**config.mk**
```make
export PLATFORM = sky130hd
export DESIGN_NAME = seq_mul_unit
export DESIGN_NICKNAME = d
export VERILOG_FILES = /design/src/rtl/seq_mul_unit.sv
export SDC_FILE = /design/constraint.sdc
export NUM_CORES = 1
export LEC_CHECK = 0
export CORE_ASPECT_RATIO = 2
export CORE_UTILIZATION = 45
export CTS_CLUSTER_SIZE = 8
export DETAILED_ROUTE_END_ITERATION = 10
export GPL_ROUTABILITY_DRIVEN = 0
export PLACE_DENSITY = 0.67
export SYNTH_ARGS = -nofsm -noshare
export SYNTH_HDL_FRONTEND = slang
export SYNTH_SLANG_ARGS = --single-unit
```
**constraint.sdc**
```tcl
create_clock -name clk -period 3.95 [get_ports clk]
set_input_delay 1.185 -clock clk [delete_from_list [all_inputs] [get_ports clk]]
set_output_delay 1.185 -clock clk [all_outputs]
set_load 0.1 [all_outputs]
```
**src/rtl/seq_mul_unit.sv**
```systemverilog
// seq_mul_unit: iterative shift-add multiplier for the ALU HI/LO path.
// One partial-product step per clock. The unit supports signed (MULT) and
// unsigned (MULTU) modes, selected by the function code on Signal.
//
// Ports:
//   clk      rising-edge clock
//   reset    synchronous, active-high; clears all state including dataOut
//   start    request pulse; accepted in IDLE with a MULT/MULTU code only
//   dataA    multiplicand
//   dataB    multiplier
//   Signal   function code
//   busy     operation in progress
//   done     one-cycle strobe; dataOut shows the new product in the same cycle
//   dataOut  2*WIDTH-bit product register, held until the next completion
//   hi, lo   upper and lower halves of dataOut
module seq_mul_unit #(
    parameter int unsigned WIDTH       = 32,
    parameter logic [5:0]  FUNCT_MULT  = 6'b011000,
    parameter logic [5:0]  FUNCT_MULTU = 6'b011001
) (
    input  logic                 clk,
    input  logic                 reset,
    input  logic                 start,
    input  logic [WIDTH-1:0]     dataA,
    input  logic [WIDTH-1:0]     dataB,
    input  logic [5:0]           Signal,
    output logic                 busy,
    output logic                 done,
    output logic [2*WIDTH-1:0]   dataOut,
    output logic [WIDTH-1:0]     hi,
    output logic [WIDTH-1:0]     lo
);

    localparam int unsigned PW = 2 * WIDTH;          // product width
    localparam int unsigned MW = WIDTH + 1;          // operand magnitude width
    localparam int unsigned CW = $clog2(WIDTH + 1);  // iteration counter width

    typedef enum logic [1:0] {
        IDLE = 2'd0,
        RUN  = 2'd1,
        FIN  = 2'd2
    } state_t;

    state_t         state;
    logic [PW-1:0]  acc;
    logic [PW-1:0]  mcand;
    logic [MW-1:0]  mplier;
    logic [CW-1:0]  count;
    logic           neg;

    logic           is_mult;
    logic           is_multu;
    logic [MW-1:0]  a_ext;
    logic [MW-1:0]  b_ext;
    logic [MW-1:0]  a_mag;
    logic [MW-1:0]  b_mag;

    assign is_mult  = (Signal == FUNCT_MULT);
    assign is_multu = (Signal == FUNCT_MULTU);

    // Operands are widened by one bit so that |-2^(WIDTH-1)| is representable.
    // The extension is a sign extension in signed mode and a zero extension
    // in unsigned mode.
    assign a_ext = {dataA[WIDTH-1] & is_mult, dataA};
    assign b_ext = {dataB[WIDTH-1] & is_mult, dataB};
    assign a_mag = (is_mult && dataA[WIDTH-1]) ? (~a_ext + MW'(1)) : a_ext;
    assign b_mag = (is_mult && dataB[WIDTH-1]) ? (~b_ext + MW'(1)) : b_ext;

    // Control FSM and datapath registers
    always_ff @(posedge clk) begin
        if (reset) begin
            state   <= IDLE;
            busy    <= 1'b0;
            done    <= 1'b0;
            dataOut <= '0;
            acc     <= '0;
            mcand   <= '0;
            mplier  <= '0;
            count   <= '0;
            neg     <= 1'b0;
        end else begin
            done <= 1'b0;
            case (state)
                IDLE: begin
                    if (start && (is_mult || is_multu)) begin
                        mcand  <= PW'(a_mag);
                        mplier <= b_mag;
                        neg    <= is_mult & (dataA[WIDTH-1] ^ dataB[WIDTH-1]);
                        acc    <= '0;
                        count  <= CW'(WIDTH);
                        busy   <= 1'b1;
                        state  <= RUN;
                    end
                end
                RUN: begin
                    if (mplier[0]) begin
                        acc <= acc + mcand;
                    end
                    mcand  <= mcand << 1;
                    mplier <= mplier >> 1;
                    count  <= count - CW'(1);
                    if (count == CW'(1)) begin
                        state <= FIN;
                    end
                end
                FIN: begin
                    // A zero magnitude negates to zero, so there is no -0 case.
                    dataOut <= neg ? (~acc + PW'(1)) : acc;
                    done    <= 1'b1;
                    busy    <= 1'b0;
                    state   <= IDLE;
                end
                default: begin
                    state <= IDLE;
                end
            endcase
        end
    end

    assign hi = dataOut[PW-1:WIDTH];
    assign lo = dataOut[WIDTH-1:0];

endmodule

```
# Yosys cells after proc, flatten, opt, wreduce, memory -nomap -nowiden

Index checks and enable logic that the tools add are counted.

Bitwise gates (word level): 7
Eq/ne operators: 8
Reductions and logical operators: 12
Multiplexer cells: 18
Add/sub/neg operators: 5

Operator list:

| cell                  | count |
|---|---|
| $mux 64               | 4 |
| $pmux 64 s2           | 2 |
| $mux 33               | 3 |
| $add 33x1->33 const B | 2 |
| $not 33->33           | 2 |
| $pmux 33 s2           | 1 |
| $add 64x1->64 const B | 1 |
| $add 64x64->64        | 1 |
| $not 64->64           | 1 |
| $eq 6x5->1 const B    | 2 |
| $pmux 6 s2            | 1 |
| $reduce_and 2->1      | 4 |
| $eq 6x1->1 const B    | 1 |
| $mux 6                | 1 |
| $ne 2x2->1 const B    | 3 |
| $sub 6x1->6 const B   | 1 |
| $mux 2                | 2 |
| $pmux 2 s2            | 1 |
| $reduce_bool 2->1     | 2 |
| $and 1x1->1           | 3 |
| $logic_and 1x1->1     | 3 |
| $reduce_and 3->1      | 1 |
| $eq 2x1->1 const B    | 1 |
| $eq 2x2->1 const B    | 1 |
| 5 further kinds       | 6 |

Logic and storage cells: 59
Bits in registers: 236
Input bits: 73
Output and inout port bits: 130

# Logic depth before layout (Yosys ltp)

Gate-level depths: netlist (run 1).

Word-level depth: 7
Depth in mapped cells: 14
Depth with buffers taken out: 14

# Worst setup path after synthesis (run 1)

Ideal clock, no wire load.

Path kind: input port to flip-flop
Start: in dataB[3]
End: reg mplier[28]
Data arrival time: 3278 ps
Library setup time: 91 ps
Buffers on the path: 0
Setup slack: 582 ps
Stages on the path: 10
Required time: 3859 ps
Cells stage by stage: nor3_1 > nand3b_1 > or4_1 > nor3_1 > and2_1 > a31o_2 > a21bo_2 > xor2_1 > nand2_1 > a311oi_1

Word-level cells in the longest chain between the ends: 5

Ends and longest elaborated chain:

| item                 | line | source |
|---|---|---|
| start, declared      | 25   | `input logic [WIDTH-1:0] dataB,` |
| $not 33->33          | 67   | `assign b_mag = (is_mult && dataB[WIDTH-1]) ? (~b_ext + MW'(1)) : b_ext;` |
| $add 33x1->33        | 67   |  |
| $mux 33              | 67   |  |
| $mux 33              | 85   | `if (start && (is_mult \|\| is_multu)) begin` |
| $pmux 33 s2          | 83   | `case (state)` |
| end signal, assigned | 87   | `mplier <= b_mag;` |
| end signal, assigned | 100  | `mplier <= mplier >> 1;` |
| end, declared        | 47   | `logic [MW-1:0] mplier;` |

No other way between the ends. The select of a mux whose other input is x is not followed.
A chain may end at the register's enable or synchronous reset.

# Worst setup path in the final report (run 1)

Start: reg acc[3]
End: reg dataOut[56]

Word-level cells in the longest chain between the ends: 3

Ends and longest elaborated chain:

| item                   | line | source |
|---|---|---|
| start, declared        | 45   | `logic [PW-1:0] acc;` |
| start signal, assigned | 97   | `acc <= acc + mcand;` |
| $not 64->64            | 108  | `dataOut <= neg ? (~acc + PW'(1)) : acc;` |
| $add 64x1->64          | 108  |  |
| $mux 64                | 108  |  |
| end signal, assigned   | 108  |  |
| end, declared          | 29   | `output logic [2*WIDTH-1:0] dataOut,` |

No other way between the ends.

==> results of run 1 <==
[power by group]
| part | internal [mW] | switching (mW) |
|---|---|---|
| registers | 2.40 | 0.00929 |
| clock network | 1.70 | 1.06 |
| logic | 0.123 | 0.144 |
| total | 4.22 | 1.22 |
[state kept, by name, indices dropped and copies added, names as in the netlist]
| signal | flops |
|---|---|
| done | 1 |
| neg | 1 |
| dataOut | 64 |
| acc | 64 |
| count | 6 |
| busy | 1 |
| mplier | 33 |
| mcand | 64 |
| state | 2 |
[metrics by stage]
step	total power [mW]	instance area (µm²)
after CTS	5.48	18400
after detailed placement	2.72	17400
final	5.43	18400
after global placement	2.72	17400
after global routing	5.59	18400
after floorplan	2.58	15500
[layout make-up]
class | instances | area share [%]
clock buffers | 37 | 5.04
flip-flops and latches | 236 | 25.7
multi-input cells | 1590 | 52.7
well taps | 436 | 2.97
repair buffers | 257 | 12.8
clock inverters | 1 | 0.163
inverters | 32 | 0.653
[cells by family after synthesis]
kind of cell | count (synthesis) | share of synthesized area (%)
simple gates | 737 | 21.9
compound gates | 612 | 25.0
flops | 236 | 30.5
buf+inv | 227 | 7.16
xor+xnor | 166 | 9.39
fa+ha+maj | 69 | 5.63
mux | 6 | 0.396
[worst max-delay path, stage by stage (launching register included)]
cell and delay, ns:
sky130_fd_sc_hd__dfxtp_1 0.37, sky130_fd_sc_hd__or4_1 0.63, sky130_fd_sc_hd__nor3_4 0.43, sky130_fd_sc_hd__nand4_1 0.28
sky130_fd_sc_hd__or4_1 0.50, sky130_fd_sc_hd__o31ai_1 0.35, sky130_fd_sc_hd__a21boi_2 0.42, sky130_fd_sc_hd__nand3_1 0.22
sky130_fd_sc_hd__xor2_1 0.19, sky130_fd_sc_hd__nand2_1 0.08, sky130_fd_sc_hd__a21oi_1 0.06
[metal layers]
layer	share of wire, %	global-route usage [%]	vias up
li1	-	-	7472
met1	37	25.5	6880
met2	53	48.4	477
met3	4.3	3.15	156
met4	5.3	14.6	0
met5	0	0	-
[synthesized netlist by cell type, types with 5 or more instances]
master	number
sky130_fd_sc_hd__nand2_1	224
sky130_fd_sc_hd__inv_1	32
sky130_fd_sc_hd__xnor2_1	64
sky130_fd_sc_hd__or3_1	19
sky130_fd_sc_hd__clkbuf_1	118
sky130_fd_sc_hd__nor4b_1	5
sky130_fd_sc_hd__a31oi_1	19
sky130_fd_sc_hd__o31ai_1	27
sky130_fd_sc_hd__nand4_1	25
sky130_fd_sc_hd__a41oi_1	5
sky130_fd_sc_hd__xor2_1	102
sky130_fd_sc_hd__nand2b_1	17
sky130_fd_sc_hd__o41ai_1	9
sky130_fd_sc_hd__buf_4	64
sky130_fd_sc_hd__a311oi_1	13
sky130_fd_sc_hd__and4_1	6
sky130_fd_sc_hd__ha_1	68
sky130_fd_sc_hd__nor2_1	254
sky130_fd_sc_hd__mux2i_1	5
sky130_fd_sc_hd__o21ai_1	26
sky130_fd_sc_hd__and3_1	11
sky130_fd_sc_hd__o21ai_0	79
sky130_fd_sc_hd__o21bai_1	10
sky130_fd_sc_hd__nor2b_1	11
sky130_fd_sc_hd__a21oi_1	229
sky130_fd_sc_hd__a211oi_1	99
sky130_fd_sc_hd__nand3_1	69
sky130_fd_sc_hd__and2_1	10
sky130_fd_sc_hd__a21o_1	28
sky130_fd_sc_hd__o21a_1	7
sky130_fd_sc_hd__dfxtp_1	236
sky130_fd_sc_hd__nor3_1	32
sky130_fd_sc_hd__buf_1	10
sky130_fd_sc_hd__nand3b_1	6
sky130_fd_sc_hd__a22oi_1	19
sky130_fd_sc_hd__or4_1	15
sky130_fd_sc_hd__nor4_1	18
[path summary, 6_finish.rpt]
path	startpoint	endpoint	slack [ns]	cells past startpoint
worst max-delay path	acc[3]	dataOut[56]	0.26	10
worst min-delay path	busy	busy	0.46	2
worst max register to register	acc[3]	dataOut[56]	0.26	10
worst min register to register	busy	busy	0.46	2
[repair_timing]
action,in CTS,in global routing
endpoints found under the setup margin,0,4
setup buffers,0,0
gates resized for setup,0,3
==> summary by stage, run 1 <==
Worst setup path
The critical path endpoint category is a flip-flop. The required time of the critical path is 4.30 ns. The classification of the worst setup path is flip-flop to flip-flop. STA classifies the critical path startpoint as a flip-flop.

In this run the worst path has a maximum fanout of 7. Data on the critical path arrives at its endpoint at 4.04 ns.

Placement
OpenSTA, run right after detailed placement, puts the worst setup slack at -0.0376 ns. The wire-length estimate of the detail-placed layout is 33400 µm. The number of port buffers is 202. The number of placed instances, taps included, is 2551.

GRT
For this run the aggregate overflow at the end of global routing stands at 0. The number of antenna violations at the first check in global routing came to 0. The via count of the first global-routing pass came to 14.4k. The first-pass GRT wire length is 72000 µm. Entering global routing, the biggest net connects 87 pins. The global-route usage over all layers is about 25%.

Synthesis
The mapped netlist covers 15500 µm². The count of distinct cell types in the synthesized netlist is 76. sky130_fd_sc_hd__dfxtp_1 takes more of the synthesized area than any other cell. The number of synthesized register bits is around 240. Yosys mapped a number of flops with a built-in enable equal to 0.

For this run, the leading register cell type out of synthesis is sky130_fd_sc_hd__dfxtp_1. The async set-reset flop share out of synthesis is 0%. The synthesized instance count is 2053. The fraction of the yosys area taken by sequential cells is 30.5%. The Yosys step of the flow raised 0 warnings. The post-synth net total is roughly 2.2k. The area fraction of the dominant cell type after synthesis is 30.5%. Averaged over all synthesized cells, the footprint is 7.54 µm².

In the post-synthesis netlist, the biggest area contributors are sky130_fd_sc_hd__dfxtp_1 31%, sky130_fd_sc_hd__a21oi_1 7.4%, sky130_fd_sc_hd__nor2_1 6.2%.

Timing
The final worst setup slack is 0.262 ns. For the pin with the worst max-slew slack, the measured transition is 0.999 ns. Timing would allow up to 0.271 GHz. The worst path in the final design needs a cycle of around 3.7 ns, including I/O delays and setup. Across all hold checks on the routed design, the worst slack comes to approximately 0.46 ns. Between clock sinks in the finished design, the worst skew comes to 0.0148 ns. The hold violation total from the final report came to 0. The final max-slew violation count is 0. Setup repair after global routing left no endpoint under its margin. The total of endpoints with negative setup slack in the final report is 0. The worst max-slew margin expressed relative to the limit is 33.4%. Summed over all failing endpoints, the final setup total negative slack is 0 ns. Of the available clock period, the critical path in the final layout requires 93.4%.

Route
In the routed design, unresolved DRC markers number 0. In this run, the number of DRC markers left after iteration 0 of detailed routing was 735. The iteration count of the initial detailed-routing pass is 5. Across all layers, the routed design uses 15.0k vias.

The aggregate routed wire length is 44600 µm. In this run the remaining antenna-violating nets after routing total 0. After detailed routing, the average wire length per cell comes to 17.2 µm. Using the TritonRoute via totals, the vias-per-cell ratio works out to 5.79.

Layout
The top cell types in the final layout, fill and taps aside, are 254 x sky130_fd_sc_hd__nor2_1, 235 x sky130_fd_sc_hd__dfxtp_1, 229 x sky130_fd_sc_hd__a21oi_1. The growth of design area from synthesis to finish is 18.8%. The multi-input combinational cells in the finished layout cover a total of 9690 µm². The repair_antennas step left the layout with diodes totalling 0. The count of cells in the finished layout, fillers not included, comes to 2589. The post-route netlist has approximately 8.4% of its cells at a drive strength greater than 1. The net count of the finished layout is 2294. The fill cell total of the finished layout is 3278. The most common cell after layout, fill and taps aside is sky130_fd_sc_hd__nor2_1. Across the whole layout, storage elements account for 4730 µm². The share of the core filled with cells is 54.5%.

Die
The standard cell core area is ~34000 µm². The die width is 133 µm. The standard-cell row count is 95. Once the floorplan was initialized, standard cells occupied about 46% of the core.

The floorplan step defined a die boundary enclosing 35200 µm². between 200 and 250 I/O pins were placed. The die is 264 µm tall.

Clock tree
The total of hold buffers inserted after clock tree synthesis is 0. At the later pin of the worst-skew pair, clock insertion delay measures between 0.5 and 0.6 ns. The tree is rooted in a sky130_fd_sc_hd__clkbuf_16.

Buffers inserted during clock tree synthesis total 35. The number of buffers on the longest clock path is 3. Clock-pin slew was measured on the worst setup and hold paths at approximately 0.05 ns. The tree built by TritonCTS fans out to about 240 sinks.

TritonCTS built the clock tree. The depth of the CTS H-tree is 2.

Flow run
The max capacitance violation total is 0.

Power
The power per standard cell area is around 300 nW/µm². VDD sags by at most 0.248 mV. In this run the static leakage power is 7.09 nW.

Run status
The run finished with clean final reports.

Hold path
The worst hold path belongs to the class flip-flop to flip-flop.
(Power assumes the default switching activity.)
==> run 2: changes to the inputs <==
- clock period: 3.95 -> 4.15 ns (I/O delays scaled with it)
==> summary by stage, run 2 (synthesized netlist as in run 1, its figures left out) <==
Run status
The flow ran to the end, and the final reports show no timing, DRC or antenna violations.

Layout
The most common cell after layout, fill and taps aside is sky130_fd_sc_hd__nor2_1. The largest registers in the layout are acc x64, dataOut x64, mcand x64. In the final design database the tool counted approximately 2.3k nets.

The area growth from synthesis to layout is 19.6%. The share of layout cells above drive strength 1 is 6.12%. The library cells used most frequently in the layout, excluding fill and tap cells, are 254 x sky130_fd_sc_hd__nor2_1, 235 x sky130_fd_sc_hd__dfxtp_1, 229 x sky130_fd_sc_hd__a21oi_1. The number of diodes is 0. The non-filler instance count after layout is 2594.

Clock tree
The longest clock path from root to sink contains 3 buffers. The total of hold buffers inserted after clock tree synthesis is 0. The clock latency at the later pin of the worst-skew pair is between 0.5 and 0.6 ns. In this run the post-CTS setup repair buffer count came out at 0. The number of gates resized after CTS is 0. The H-tree generated during clock tree synthesis spans 2 levels. The number of buffers created by CTS is 35. CTS placed an instance of sky130_fd_sc_hd__clkbuf_16 at the clock tree root. The clock tree from TritonCTS is built.

For this design, the sink count on the clock tree is approximately 240. After clock tree synthesis, the clock-pin slew on the worst setup and hold paths is 0.05 ns.

Timing
The slew of the pin with the lowest slew margin is 0.986 ns. Setup violations remaining at the end of the flow were counted as 0. The highest clock rate is approximately 0.26 GHz. The worst pin sits at a relative slew slack of 34.1%. The final max-slew violation count is 0. In the final timing run, aggregate negative setup slack is 0 ns.

The share of the clock period used by the worst path is between 90% and 100%. Counting I/O delays and the setup requirement, the final critical path takes 3.83 ns. Setup repair after global routing left no endpoint under its margin. The hold violation total from the final report is 0.

The setup skew after layout is 0.0243 ns.

Power
The leakage power of the design is 6.99 nW. The peak ir drop on the vdd network is 0.210 mV. In this run the power density over the cells is 279 nW/µm².

GRT
The global-route usage over all layers is 25.3%. Entering global routing, the biggest net connects 91 pins. The first-pass GRT wire length is approximately 72000 µm.

The number of antenna violations at the first check in global routing is 0. The total congestion overflow is 0. The via count of the first global-routing pass was 14.6k.

Hold path
The cell depth of the worst hold path is 2. The path category of the worst min-delay check is flip-flop to flip-flop.

Die
The die outline area is approximately 35000 µm². The number of I/O pins is between 200 and 250. The initialized floorplan defines 95 standard-cell rows. The die width is 133 µm.

From bottom edge to top edge, the die measures 264 µm. The initial core utilization is 45.8%. The total area inside the core boundary comes to 33800 µm².

Worst setup path
In this design, the critical path's most frequently occurring cell is sky130_fd_sc_hd__o21ai_0. Tracing the worst setup path back leads to its startpoint at acc[0]. The critical path endpoint category is a flip-flop.

The worst register-to-register path has a setup slack of between 0.3 and 0.4 ns. Along the worst path, the maximum fanout reaches 5. The end of the critical path is acc[52]. The worst-case reg-to-reg path depth is 14.

The classification of the worst setup path is flip-flop to flip-flop. For the worst setup path, the data arrival time is 4.26 ns. The signal on the critical path passes through ha_1 > inv_1 > fa_1 > nor2b_1 > o31a_1 > o311ai_2 > a2111oi_0 > o21ai_0 > nand4_1 > a31oi_1 > o21bai_1 > a21oi_1 > xor2_1 > o21ai_0.

The required time of the critical path is 4.58 ns. In this run the critical register-to-register path is captured at acc[52]. The startpoint identified for the worst register-to-register timing path is acc[0]. The worst setup path is launched from a flip-flop. On the critical path, the stage with the largest delay is an instance of sky130_fd_sc_hd__a2111oi_0. For this run, the slowest stage of the critical path takes 0.64 ns.

Route
In the final routed layout, each cell accounts on average for 17.3 µm. The count of nets left with antenna violations once routing finished came out at 0. The aggregate routed wire length is ~45000 µm. The DRC violation count after routing is 0. The per-cell via count in the routed design is 5.78. The pre-antenna-repair detailed-routing pass consisted of 5 iterations. The number of vias in the routed layout is 15.0k. After the first detailed-routing iteration, the DRC count stood at 810.

Placement
The number of port buffers is 202. Detailed placement finished with a half-perimeter wire length of 33700 µm. The post-placement cell count is 2556.

Flow run
The max capacitance violation total is 0.
[run 2: changes by cell type in the layout (fill, tap and decap cells not counted), sizes merged]
cell           delta
clkdlybuf4s50    +53
buf              -48
[run 2: area by class of cell]
| class | count | area (µm²) |
|---|---|---|
| clock buffers | 37 | 926 |
| well taps | 436 | 546 |
| fillers | 3235 | 15200 |
| clock inverters | 1 | 30.0 |
| repair buffers | 262 | 2490 |
| inverters | 32 | 120 |
| multi-input cells | 1590 | 9680 |
| flip-flops and latches | 236 | 4730 |
[run 2: stage by stage]
stage	utilization (%)	cell area, µm²	setup slack (ns)	hold WS [ns]	total power, mW
floorplan	-	15500	0.722	0.433	2.46
global placement	52.0	17600	0.116	0.444	2.58
detailed placement	52.0	17600	0.0642	0.451	2.59
CTS	54.9	18500	0.418	0.458	5.22
global route	54.9	18500	0.0525	0.476	5.32
finish	54.9	18500	0.317	0.453	5.17
[run 2: routing by layer]
| metal | part of all wire [%] | track usage, % | vias to the layer above |
|---|---|---|---|
| li1 | - | - | 7488 |
| met1 | 37 | 25.1 | 6936 |
| met2 | 54 | 48.8 | 421 |
| met3 | 3.8 | 3.09 | 148 |
| met4 | 5.5 | 15.6 | 0 |
| met5 | 0 | 0 | - |
[run 2: where the power goes]
part | total, mW | internal, mW | leakage, nW | switching [mW]
logic | 0.252 | 0.115 | 4.62 | 0.137
registers | 2.29 | 2.28 | 1.90 | 0.00878
clock network | 2.63 | 1.62 | 0.470 | 1.02
[run 2: worst min path at each step]
| stage | start | endpoint |
|---|---|---|
| 5_1_grt | dataOut[58] | dataOut[58] |
| 3_5_place_dp | busy | busy |
| 3_3_place_gp | busy | busy |
| 4_1_cts | busy | busy |
| 6_report | busy | busy |
| 2_1_floorplan | count[5] | count[5] |
[run 2: critical path: cells and delay by family, from the launching register on]
family | cells | cell delay [ns]
buf+inv | 1 | 0.05
flops | 1 | 0.40
xor+xnor | 1 | 0.16
compound gates | 8 | 2.16
simple gates | 2 | 0.40
fa+ha+maj | 2 | 0.57
